`src/rtl/mac_sequencer_if.sv`:
```
// Memory and MAC datapath bus of the matrix-multiply sequencer.
// The master side is the sequencer; the slave side is the A/B/C memories plus the MAC unit.
interface mac_sequencer_if #(
    parameter int unsigned ADDR_W = 4,
    parameter int unsigned ACC_W  = 16
) ();
    logic [ADDR_W-1:0] a_addr;
    logic              a_re;
    logic [7:0]        a_rdata;
    logic [ADDR_W-1:0] b_addr;
    logic              b_re;
    logic [7:0]        b_rdata;
    logic [7:0]        mplier;
    logic [7:0]        mcand;
    logic              mac_clr;
    logic              mac_en;
    logic [ACC_W-1:0]  mac_dout;
    logic [ADDR_W-1:0] c_addr;
    logic              c_we;
    logic [ACC_W-1:0]  c_wdata;

    modport master (
        output a_addr, a_re, b_addr, b_re,
        input  a_rdata, b_rdata,
        output mplier, mcand, mac_clr, mac_en,
        input  mac_dout,
        output c_addr, c_we, c_wdata
    );

    modport slave (
        input  a_addr, a_re, b_addr, b_re,
        output a_rdata, b_rdata,
        input  mplier, mcand, mac_clr, mac_en,
        output mac_dout,
        input  c_addr, c_we, c_wdata
    );
endinterface

```
`src/rtl/mac_sequencer.sv`:
```
// Sequences one shared 8x8 MAC to compute C = A x B for NxN unsigned 8-bit matrices.
// Per element: CLR, N RUN reads, DRAIN for the last product, WB of the dot product.
module mac_sequencer #(
    parameter int unsigned N      = 4,
    parameter int unsigned ADDR_W = 4,
    parameter int unsigned ACC_W  = 16
) (
    input  logic            clk,
    input  logic            aclr,
    input  logic            start,
    output logic            busy,
    output logic            done,
    mac_sequencer_if.master bus
);
    localparam int unsigned IDX_W = 4;
    localparam logic [IDX_W-1:0] LAST = IDX_W'(N - 1);

    typedef enum logic [2:0] {StIdle, StClr, StRun, StDrain, StWb, StDone} state_e;

    state_e            state_q;
    logic [IDX_W-1:0]  i_q, j_q, k_q;
    logic              rd_valid_q;
    logic              busy_q, done_q, a_re_q, b_re_q, mac_clr_q, c_we_q;
    logic [ADDR_W-1:0] a_addr_q, b_addr_q, c_addr_q;

    function automatic logic [ADDR_W-1:0] lin(input logic [IDX_W-1:0] r,
                                              input logic [IDX_W-1:0] c);
        return ADDR_W'(32'(r) * N + 32'(c));
    endfunction

    always_ff @(posedge clk or negedge aclr) begin
        if (!aclr) begin
            state_q    <= StIdle;
            i_q        <= '0;
            j_q        <= '0;
            k_q        <= '0;
            rd_valid_q <= 1'b0;
            busy_q     <= 1'b0;
            done_q     <= 1'b0;
            a_re_q     <= 1'b0;
            b_re_q     <= 1'b0;
            mac_clr_q  <= 1'b0;
            c_we_q     <= 1'b0;
            a_addr_q   <= '0;
            b_addr_q   <= '0;
            c_addr_q   <= '0;
        end else begin
            rd_valid_q <= a_re_q;
            unique case (state_q)
                StIdle: begin
                    if (start) begin
                        state_q   <= StClr;
                        i_q       <= '0;
                        j_q       <= '0;
                        busy_q    <= 1'b1;
                        mac_clr_q <= 1'b1;
                    end
                end
                StClr: begin
                    mac_clr_q <= 1'b0;
                    k_q       <= '0;
                    a_re_q    <= 1'b1;
                    b_re_q    <= 1'b1;
                    a_addr_q  <= lin(i_q, '0);
                    b_addr_q  <= lin('0, j_q);
                    state_q   <= StRun;
                end
                StRun: begin
                    // k_q is the index whose reads are on the bus this cycle
                    if (k_q == LAST) begin
                        a_re_q  <= 1'b0;
                        b_re_q  <= 1'b0;
                        state_q <= StDrain;
                    end else begin
                        k_q      <= k_q + 1'b1;
                        a_addr_q <= lin(i_q, k_q + 1'b1);
                        b_addr_q <= lin(k_q + 1'b1, j_q);
                    end
                end
                StDrain: begin
                    c_we_q   <= 1'b1;
                    c_addr_q <= lin(i_q, j_q);
                    state_q  <= StWb;
                end
                StWb: begin
                    c_we_q <= 1'b0;
                    if (j_q == LAST) begin
                        j_q <= '0;
                        i_q <= i_q + 1'b1;
                    end else begin
                        j_q <= j_q + 1'b1;
                    end
                    if (i_q == LAST && j_q == LAST) begin
                        state_q <= StDone;
                        busy_q  <= 1'b0;
                        done_q  <= 1'b1;
                    end else begin
                        state_q   <= StClr;
                        mac_clr_q <= 1'b1;
                    end
                end
                StDone: begin
                    done_q  <= 1'b0;
                    state_q <= StIdle;
                end
                default: state_q <= StIdle;
            endcase
        end
    end

    assign busy        = busy_q;
    assign done        = done_q;
    assign bus.a_re    = a_re_q;
    assign bus.b_re    = b_re_q;
    assign bus.a_addr  = a_addr_q;
    assign bus.b_addr  = b_addr_q;
    assign bus.mac_clr = mac_clr_q;
    assign bus.mac_en  = rd_valid_q;
    assign bus.mplier  = rd_valid_q ? bus.a_rdata : 8'd0;
    assign bus.mcand   = rd_valid_q ? bus.b_rdata : 8'd0;
    assign bus.c_we    = c_we_q;
    assign bus.c_addr  = c_addr_q;
    // MAC output settles at the end of DRAIN, so the write data is taken live in WB
    assign bus.c_wdata = c_we_q ? bus.mac_dout : '0;
endmodule

```
`src/flat_wrapper.sv`:
```
// flat-port wrapper written by rule: the top's interface ports become plain ports
module mac_sequencer_flat 
#(
    parameter int unsigned N      = 4,
    parameter int unsigned ADDR_W = 4,
    parameter int unsigned ACC_W  = 16
)
  (clk, aclr, start, busy, done, bus_a_addr, bus_a_re, bus_b_addr, bus_b_re, bus_a_rdata, bus_b_rdata, bus_mplier, bus_mcand, bus_mac_clr, bus_mac_en, bus_mac_dout, bus_c_addr, bus_c_we, bus_c_wdata);
  mac_sequencer_if #(.ADDR_W(ADDR_W), .ACC_W(ACC_W)) bus_i ();
  input  logic clk;
  input  logic aclr;
  input  logic start;
  output logic busy;
  output logic done;
  output wire logic [$bits(bus_i.a_addr)-1:0] bus_a_addr;
  output wire logic [$bits(bus_i.a_re)-1:0] bus_a_re;
  output wire logic [$bits(bus_i.b_addr)-1:0] bus_b_addr;
  output wire logic [$bits(bus_i.b_re)-1:0] bus_b_re;
  input wire logic [$bits(bus_i.a_rdata)-1:0] bus_a_rdata;
  input wire logic [$bits(bus_i.b_rdata)-1:0] bus_b_rdata;
  output wire logic [$bits(bus_i.mplier)-1:0] bus_mplier;
  output wire logic [$bits(bus_i.mcand)-1:0] bus_mcand;
  output wire logic [$bits(bus_i.mac_clr)-1:0] bus_mac_clr;
  output wire logic [$bits(bus_i.mac_en)-1:0] bus_mac_en;
  input wire logic [$bits(bus_i.mac_dout)-1:0] bus_mac_dout;
  output wire logic [$bits(bus_i.c_addr)-1:0] bus_c_addr;
  output wire logic [$bits(bus_i.c_we)-1:0] bus_c_we;
  output wire logic [$bits(bus_i.c_wdata)-1:0] bus_c_wdata;
  assign bus_a_addr = bus_i.a_addr;
  assign bus_a_re = bus_i.a_re;
  assign bus_b_addr = bus_i.b_addr;
  assign bus_b_re = bus_i.b_re;
  assign bus_i.a_rdata = bus_a_rdata;
  assign bus_i.b_rdata = bus_b_rdata;
  assign bus_mplier = bus_i.mplier;
  assign bus_mcand = bus_i.mcand;
  assign bus_mac_clr = bus_i.mac_clr;
  assign bus_mac_en = bus_i.mac_en;
  assign bus_i.mac_dout = bus_mac_dout;
  assign bus_c_addr = bus_i.c_addr;
  assign bus_c_we = bus_i.c_we;
  assign bus_c_wdata = bus_i.c_wdata;
  mac_sequencer #(.N(N), .ADDR_W(ADDR_W), .ACC_W(ACC_W)) u_core (.clk(clk), .aclr(aclr), .start(start), .busy(busy), .done(done), .bus(bus_i));
endmodule
```
`config.mk`:
```
export PLATFORM = sky130hd
export DESIGN_NAME = mac_sequencer_flat
export DESIGN_NICKNAME = d
export VERILOG_FILES = /design/src/rtl/mac_sequencer_if.sv /design/src/rtl/mac_sequencer.sv /design/src/flat_wrapper.sv
export SDC_FILE = /design/constraint.sdc
export NUM_CORES = 1
export LEC_CHECK = 0
export CORE_ASPECT_RATIO = 1.5
export CORE_MARGIN = 4
export CORE_UTILIZATION = 43
export DETAILED_ROUTE_END_ITERATION = 12
export PLACE_DENSITY = 0.83
export SYNTH_ARGS = -nofsm -noshare
export SYNTH_HDL_FRONTEND = slang
export SYNTH_SLANG_ARGS = --single-unit
```
`constraint.sdc`:
```
create_clock -name clk -period 3.6 [get_ports clk]
set_input_delay 0.54 -clock clk [delete_from_list [all_inputs] [get_ports clk]]
set_output_delay 0.54 -clock clk [all_outputs]
set_load 0.03 [all_outputs]
```
## After elaboration in Yosys (flattened, before gate mapping)

Cells that the tools add are included.

- Bits in registers: 33
- Input bits: 35
- Output and inout port bits: 51
- Logic and storage cells: 76

- Add/subtract/negate cells: 6
- Equality and inequality tests: 14
- Muxes and demuxes: 28
- Reduce and logical (&&, ||, !) cells: 15

Operators by type and width:

| operator | number |
|---|---|
| $pmux W4 S2 | 5 |
| $mux W4 | 6 |
| $mux W16 | 1 |
| $mux W8 | 2 |
| $pmux W3 S5 | 1 |
| $add A4 B1 Y4 const B | 3 |
| $add A4 B4 Y4 | 3 |
| $eq A4 B2 Y1 const B | 3 |
| $reduce_and A2 Y1 | 5 |
| $mux W3 | 3 |
| $reduce_and A3 Y1 | 3 |
| $pmux W1 S2 | 4 |
| $reduce_bool A2 Y1 | 4 |
| $eq A3 B2 Y1 const B | 2 |
| $eq A3 B3 Y1 const B | 2 |
| $ne A2 B1 Y1 const B | 3 |
| $ne A2 B2 Y1 const B | 3 |
| $mux W1 | 5 |
| $eq A3 B1 Y1 const B | 1 |
| $logic_not A3 Y1 | 1 |
| $pmux W1 S3 | 1 |
| $reduce_bool A3 Y1 | 1 |
| $logic_and A1 B1 Y1 | 1 |

## Depth between registers and ports, before layout

Gate-level depths: netlist (run 1).

- Depth in word-level cells: 4
- Gate-level depth with buffers: 7
- Gate-level depth less buffers: 7

## Worst setup path before layout (run 1)

No wires, ideal clock.

- Path type: register to register
- From: reg u_core.j_q[0]
- To: reg u_core.mac_clr_q (netlist: u_core.bus.mac_clr)
- Setup time: 0.138 ns
- Arrival time: 1.729 ns
- Required time: 3.462 ns
- Setup slack: 1.733 ns
- Stages on the path, launching flop included: 6
- Path buffers: 0
- Period minus slack after synthesis: 1.867 ns
- Cells stage by stage: dfrtp_1 -> ha_1 -> or3b_2 -> or4_4 -> a21oi_1 -> nor2_1

- Cells in the longest elaborated chain, start to end: 4

RTL lines:

| element | RTL line | text |
|---|---|---|
| start, declared | mac_sequencer.sv:21 | `logic [IDX_W-1:0] i_q, j_q, k_q;` |
| start signal, assigned | mac_sequencer.sv:91 | `j_q <= j_q + 1'b1;` |
| $eq A4 B2 Y1 | mac_sequencer.sv:93 | `if (i_q == LAST && j_q == LAST) begin` |
| $logic_and A1 B1 Y1 | mac_sequencer.sv:93 |  |
| $ne A2 B2 Y1 (no line) | - |  |
| $reduce_and A3 Y1 (no line) | - |  |
| end signal, assigned | mac_sequencer.sv:56 | `mac_clr_q <= 1'b1;` |
| end signal, assigned | mac_sequencer.sv:60 | `mac_clr_q <= 1'b0;` |
| end signal, assigned | mac_sequencer.sv:99 | `mac_clr_q <= 1'b1;` |
| end, declared | mac_sequencer.sv:23 | `logic busy_q, done_q, a_re_q, b_re_q, mac_clr_q, c_we_q;` |

No other way between the ends.
A chain may end at the register's enable or synchronous reset.

## Final worst setup path (run 1)

- From: in bus_a_rdata[3]
- To: out bus_mplier[3]

- Cells in the longest elaborated chain, start to end: 1

RTL lines:

| element | RTL line | text |
|---|---|---|
| start, declared | flat_wrapper.sv:19 | `input wire logic [$bits(bus_i.a_rdata)-1:0] bus_a_rdata;` |
| $mux W8 | mac_sequencer.sv:119 | `assign bus.mplier = rd_valid_q ? bus.a_rdata : 8'd0;` |
| end, declared | flat_wrapper.sv:21 | `output wire logic [$bits(bus_i.mplier)-1:0] bus_mplier;` |

No other way between the ends.

==> impl_metrics.tcl, run 1 <==
set metrics [dict create \
    area_growth_pct 55.0 \
    wl_mm 4.38 \
    r2r_cells 4 \
    synth_top_area_cell "dfrtp_1" \
    fill_cells 330 \
    multi_input_area_um2 905 \
    via_per_inst 5.18 \
    io_pins 86 \
    tns_ns 0 \
    antenna_cells 0 \
    place.gp.congestion 0.819 \
    cts.sinks 31 \
    synth-edff-count 0 \
    path_clk_slew_ns 0.06 \
    regArea_um2 776 \
    nets 303 \
    drt_iter0_drc 57 \
    hold_viol 0 \
    period_share_pct 65.6 \
    syn_nets 219 \
    fp.dieW_um 59.9 \
    h-tree-depth 2 \
    max_freq_mhz 423 \
    worstSetupPathType "in2out" \
    ys.flop_type "dfrtp_1" \
    power.density_cell_area_nw_per_um2 709 \
    vias 1590 \
    synth_area_um2 1740 \
    numCtsBuffers 5 \
    post-route-min-period_ns 2.36 \
    timing.rr.start "u_core.bus.a_addr[0]" \
    ys_warn_count 0 \
    port_buffers 85 \
    yosys_register_bits 31 \
    yosys.area.top_type_share_pct 44.7 \
    hold-path-endpoint "u_core.bus.mac_en" \
    hold_path.startpoint "u_core.bus.a_re" \
    root_buffer "clkbuf_8" \
    start_util_pct 44.2 \
    relSlewSlack_pct 55.7 \
    status "finished clean" \
    synth_most_common_cell "and2_1" \
    clock_path_buffers 2 \
    whs_path_depth 0 \
    start_kind "input port" \
    skew_ns 0.00586 \
    ctsHoldBuffers 0 \
    p_total_mw 1.91 \
    grt_pass1_wl_mm 7.01 \
    slew_violations 0 \
    dieArea_um2 5140 \
    arrival_ns 1.82 \
    crit_path_end_kind "output pin" \
    ys_seq_area_share_pct 44.7 \
    synthesis.instances 178 \
    detailed_place_hpwl_mm 3.51 \
    drive_gt1_share_pct 6.87 \
    rows 28 \
    track_usage_pct 18.0 \
    antenna_found_initial 0 \
    cts_tree "done" \
    ir_drop_mv 0.508 \
    core_um2 3920 \
    p_leak_nw 1.15 \
    cap_violations 0 \
    wl_per_cell_um 14.3 \
    grt_start_max_net_pins 32 \
    drtPass1Iterations 4 \
    synth.area.top_cells "dfrtp_1, and2_1, ha_1, o21ai_0, xnor2_1" \
    postCtsResizedCells 0 \
    ys_types 37 \
    cp_max_fo 1 \
    synth_commonest_cells "and2_1, dfrtp_1, nand2_1" \
    tightest_slew_ns 0.663 \
    die_y_um 85.8 \
    synthArstFlopShare_pct 100 \
    rsz0062_at_grt "false" \
    postRouteAntennaNets 0 \
    synth_area_per_cell_um2 9.75 \
    grt_overflow_total 0 \
    cts_setup_buffers 0 \
    grt_pass1_vias 1542 \
    finalSetupViolCount 0 \
    required_ns 3.06 \
    insertion_delay_ns 0.28 \
    reg2reg_slack_ns 1.58 \
    drc 0 \
    hold_path_class "reg2reg" \
    r2r_end "u_core.bus.b_addr[1]" \
]
[registers in the layout (all words and copies together), names as in the netlist]
| signal | count |
|---|---|
| u_core.i_q | 4 |
| u_core.busy | 1 |
| u_core.j_q | 4 |
| u_core.done | 1 |
| u_core.bus.c_we | 1 |
| u_core.bus.b_addr | 4 |
| u_core.bus.a_re | 1 |
| u_core.bus.a_addr | 4 |
| u_core.bus.c_addr | 4 |
| u_core.bus.mac_en | 1 |
| u_core.state_q | 3 |
| u_core.k_q | 2 |
| u_core.bus.mac_clr | 1 |
[where the power goes]
group	internal [mW]	switching (mW)	total, mW
combinational	0.471	0.594	1.07
clock	0.150	0.120	0.269
sequential	0.445	0.129	0.574
[cell usage in the layout, fill, tap and decap left out, drive strengths merged, types with 3 or more instances in the layout]
cell type | netlist | final
clkbuf | 4 | 6
nand3b | 3 | 3
xnor2 | 7 | 7
ha | 6 | 6
clkdlybuf4s50 | 0 | 85
and2 | 32 | 32
dfrtp | 31 | 31
o21ai | 15 | 15
nor3b | 4 | 4
nand3 | 4 | 4
nor2 | 10 | 10
nor3 | 3 | 3
or3b | 4 | 4
xor2 | 4 | 4
mux2 | 5 | 5
a21oi | 3 | 3
nand2 | 16 | 16
mux2i | 3 | 3
[per-layer routing]
metal	GRT usage [%]	wire length (um)
met2	30.3	2140
met4	9.27	113
met5	0	0
met1	19.1	1630
met3	6.33	500
[critical path: stages]
cell,delay [ns]
clkdlybuf4s50_1,0.46
and2_1,0.13
clkdlybuf4s50_1,0.69
[metrics by stage]
| stage | area [um^2] | hold slack [ns] | setup WS (ns) | instances | utilization, % |
|---|---|---|---|---|---|
| 4_1_cts | 2690 | 0.440 | 1.21 | 307 | 68.6 |
| 5_1_grt | 2690 | 0.472 | 1.21 | 307 | 68.6 |
| 3_3_place_gp | 2600 | 0.425 | 1.24 | 300 | 66.3 |
| 6_report | 2690 | 0.432 | 1.24 | 307 | 68.6 |
| 2_1_floorplan | 1740 | 0.244 | 1.73 | 178 | - |
| 3_5_place_dp | 2600 | 0.426 | 1.22 | 300 | 66.3 |
[layout make-up]
| cell class | instances | share of cell area (%) |
|---|---|---|
| flip-flops and latches | 31 | 28.8 |
| repair buffers | 86 | 31.9 |
| inverters | 2 | 0.279 |
| clock buffers | 6 | 3.07 |
| clock inverters | 1 | 0.186 |
| well taps | 45 | 2.09 |
| multi-input cells | 136 | 33.6 |
[logic make-up (layout without fill, tap and decap cells)]
logic type / after synthesis / count (layout) / synth area share, %
AND/OR/NAND/NOR: 83 / 83 / 27.2
multiplexers: 8 / 8 / 4.97
adder cells (fa/ha/maj): 6 / 6 / 4.33
XOR/XNOR: 11 / 11 / 5.55
AO/OA/AOI/OAI: 28 / 28 / 10.1
buffers and inverters: 11 / 95 / 3.17
flip-flops: 31 / 31 / 44.7
[worst max path at each step]
| stage | startpoint | to | cells past startpoint |
|---|---|---|---|
| 6_report | bus_a_rdata[3] | bus_mplier[3] | 3 |
| 5_1_grt | u_core.bus.c_we | bus_c_wdata[6] | 2 |
| 4_1_cts | bus_a_rdata[3] | bus_mplier[3] | 3 |
| 3_5_place_dp | bus_a_rdata[3] | bus_mplier[3] | 3 |
| 3_3_place_gp | bus_mac_dout[6] | bus_c_wdata[6] | 3 |
| 2_1_floorplan | u_core.j_q[0] | u_core.bus.mac_clr | 5 |
Power figures use the tool's default switching activity.
==> inputs of run 2 (changes only) <==
- CORE_UTILIZATION: 43 -> 40
- PLACE_DENSITY: 0.83 -> 0.78
- clock period: 3.6 -> 2.3 ns (I/O delays scaled with it)
==> impl_metrics.tcl, run 2 (same netlist as run 1, synthesis figures left out) <==
set metrics [dict create \
    tns_ns 0 \
    cpMaxStageDelayCell "clkdlybuf4s50_1" \
    status "finished clean" \
    grt_pass1_wl_mm 7.21 \
    rows 29 \
    grt_pass1_vias 1625 \
    cap_violations 0 \
    ctsHoldBuffers 0 \
    rsz0062_at_grt "false" \
    via_per_inst 5.08 \
    worst_slack_ns 0.236 \
    track_usage_pct 17.3 \
    post-route-min-period_ns 2.06 \
    insertion_delay_ns 0.28 \
    nets 311 \
    hold_path_class "in2async" \
    vias 1611 \
    multi_input_area_um2 905 \
    io_pins 86 \
    reg2reg_slack_ns 0.41 \
    cts_tree "done" \
    cts.sinks 31 \
    period_share_pct 89.7 \
    grt_start_max_net_pins 32 \
    fill_cells 373 \
    cp_top_family "buffers and inverters" \
    hold_viol 0 \
    drt_iter0_drc 55 \
    fp.dieW_um 61.8 \
    port_buffers 85 \
    start_util_pct 41.2 \
    r2r_end "u_core.bus.mac_clr" \
    die_y_um 88.7 \
    antenna_found_initial 0 \
    root_buffer "clkbuf_8" \
    path_clk_slew_ns 0.07 \
    postCtsResizedCells 0 \
    wl_per_cell_um 13.9 \
    power.density_cell_area_nw_per_um2 1130 \
    skew_ns 0.00858 \
    cp_num_buf_inv 1 \
    drive_gt1_share_pct 9.59 \
    core_um2 4210 \
    relSlewSlack_pct 62.5 \
    antenna_cells 0 \
    finalSetupViolCount 0 \
    max_freq_mhz 485 \
    postRouteAntennaNets 0 \
    timing.rr.start "u_core.j_q[0]" \
    drtPass1Iterations 4 \
    critPathMaxStageDelay_ns 0.67 \
    h-tree-depth 2 \
    r2r_cells 5 \
    p_leak_nw 1.20 \
    arrival_ns 1.72 \
    crit_path_end_kind "output pin" \
    detailed_place_hpwl_mm 3.49 \
    place.gp.congestion 0.809 \
    ir_drop_mv 0.827 \
    worstPathCellList "and2_1 > clkdlybuf4s50_1" \
    cts_setup_buffers 0 \
    most-common-layout-cells "clkdlybuf4s50_1, and2_1, dfrtp_1" \
    regArea_um2 776 \
    required_ns 1.96 \
    dieArea_um2 5480 \
    wl_mm 4.41 \
    tightest_slew_ns 0.557 \
    start_kind "flop" \
    area_growth_pct 59.3 \
    slew_violations 0 \
    utilization_pct 65.7 \
    clock_path_buffers 2 \
    final_common_cell "clkdlybuf4s50_1" \
    dp_slack_ns 0.336 \
    drc 0 \
    worstSetupPathType "reg2out" \
    grt_overflow_total 0 \
    hold_ws_ns 0.438 \
    numCtsBuffers 5 \
    cp_max_fo 19 \
]
-- run 2: cell types whose count changed in the layout (fill, tap and decap cells not counted) --
cell and change:
buf_4 +8, clkbuf_8 +1, clkinv_2 -1, clkbuf_1 +1
-- run 2: worst max path at each step --
stage	from	endpoint	slack, ns	cells past startpoint
3_5_place_dp	bus_a_rdata[0]	bus_mplier[0]	0.34	3
5_1_grt	u_core.bus.mac_en	bus_mplier[0]	0.11	2
4_1_cts	u_core.bus.c_we	bus_c_wdata[4]	0.20	2
2_1_floorplan	u_core.j_q[0]	u_core.bus.mac_clr	0.43	5
6_report	u_core.bus.c_we	bus_c_wdata[4]	0.24	2
3_3_place_gp	bus_a_rdata[0]	bus_mplier[0]	0.33	3
-- run 2: cell type report --
cell class	count	area share (%)
Multi-Input combinational cell	136	32.7
Inverter	2	0.272
Tap cell	46	2.08
Sequential cell	31	28.1
Clock buffer	8	3.62
Timing Repair Buffer	94	33.2
-- run 2: power breakdown --
part           total, mW  switching (mW)  leakage [nW]  internal (mW)
Clock              0.464           0.191        0.0515          0.273
Combinational       1.81           0.983         0.749          0.823
Sequential         0.855           0.159         0.399          0.696
Total               3.13            1.33          1.20           1.79
-- run 2: metal layers --
metal  part of all wire, %  track usage [%]  vias up
li1                      -                -      787
met1                    37             19.1      734
met2                    48             29.9       84
met3                    14             5.11        6
met4                   1.6             7.53        0
met5                     0                0        -
-- run 2: per-stage QoR --
step / area, um^2 / power, mW / cells
floorplan: 1740 / 1.95 / 178
global placement: 2660 / 2.67 / 309
detailed placement: 2660 / 2.69 / 309
CTS: 2760 / 3.17 / 317
global route: 2760 / 3.36 / 317
finish: 2760 / 3.13 / 317
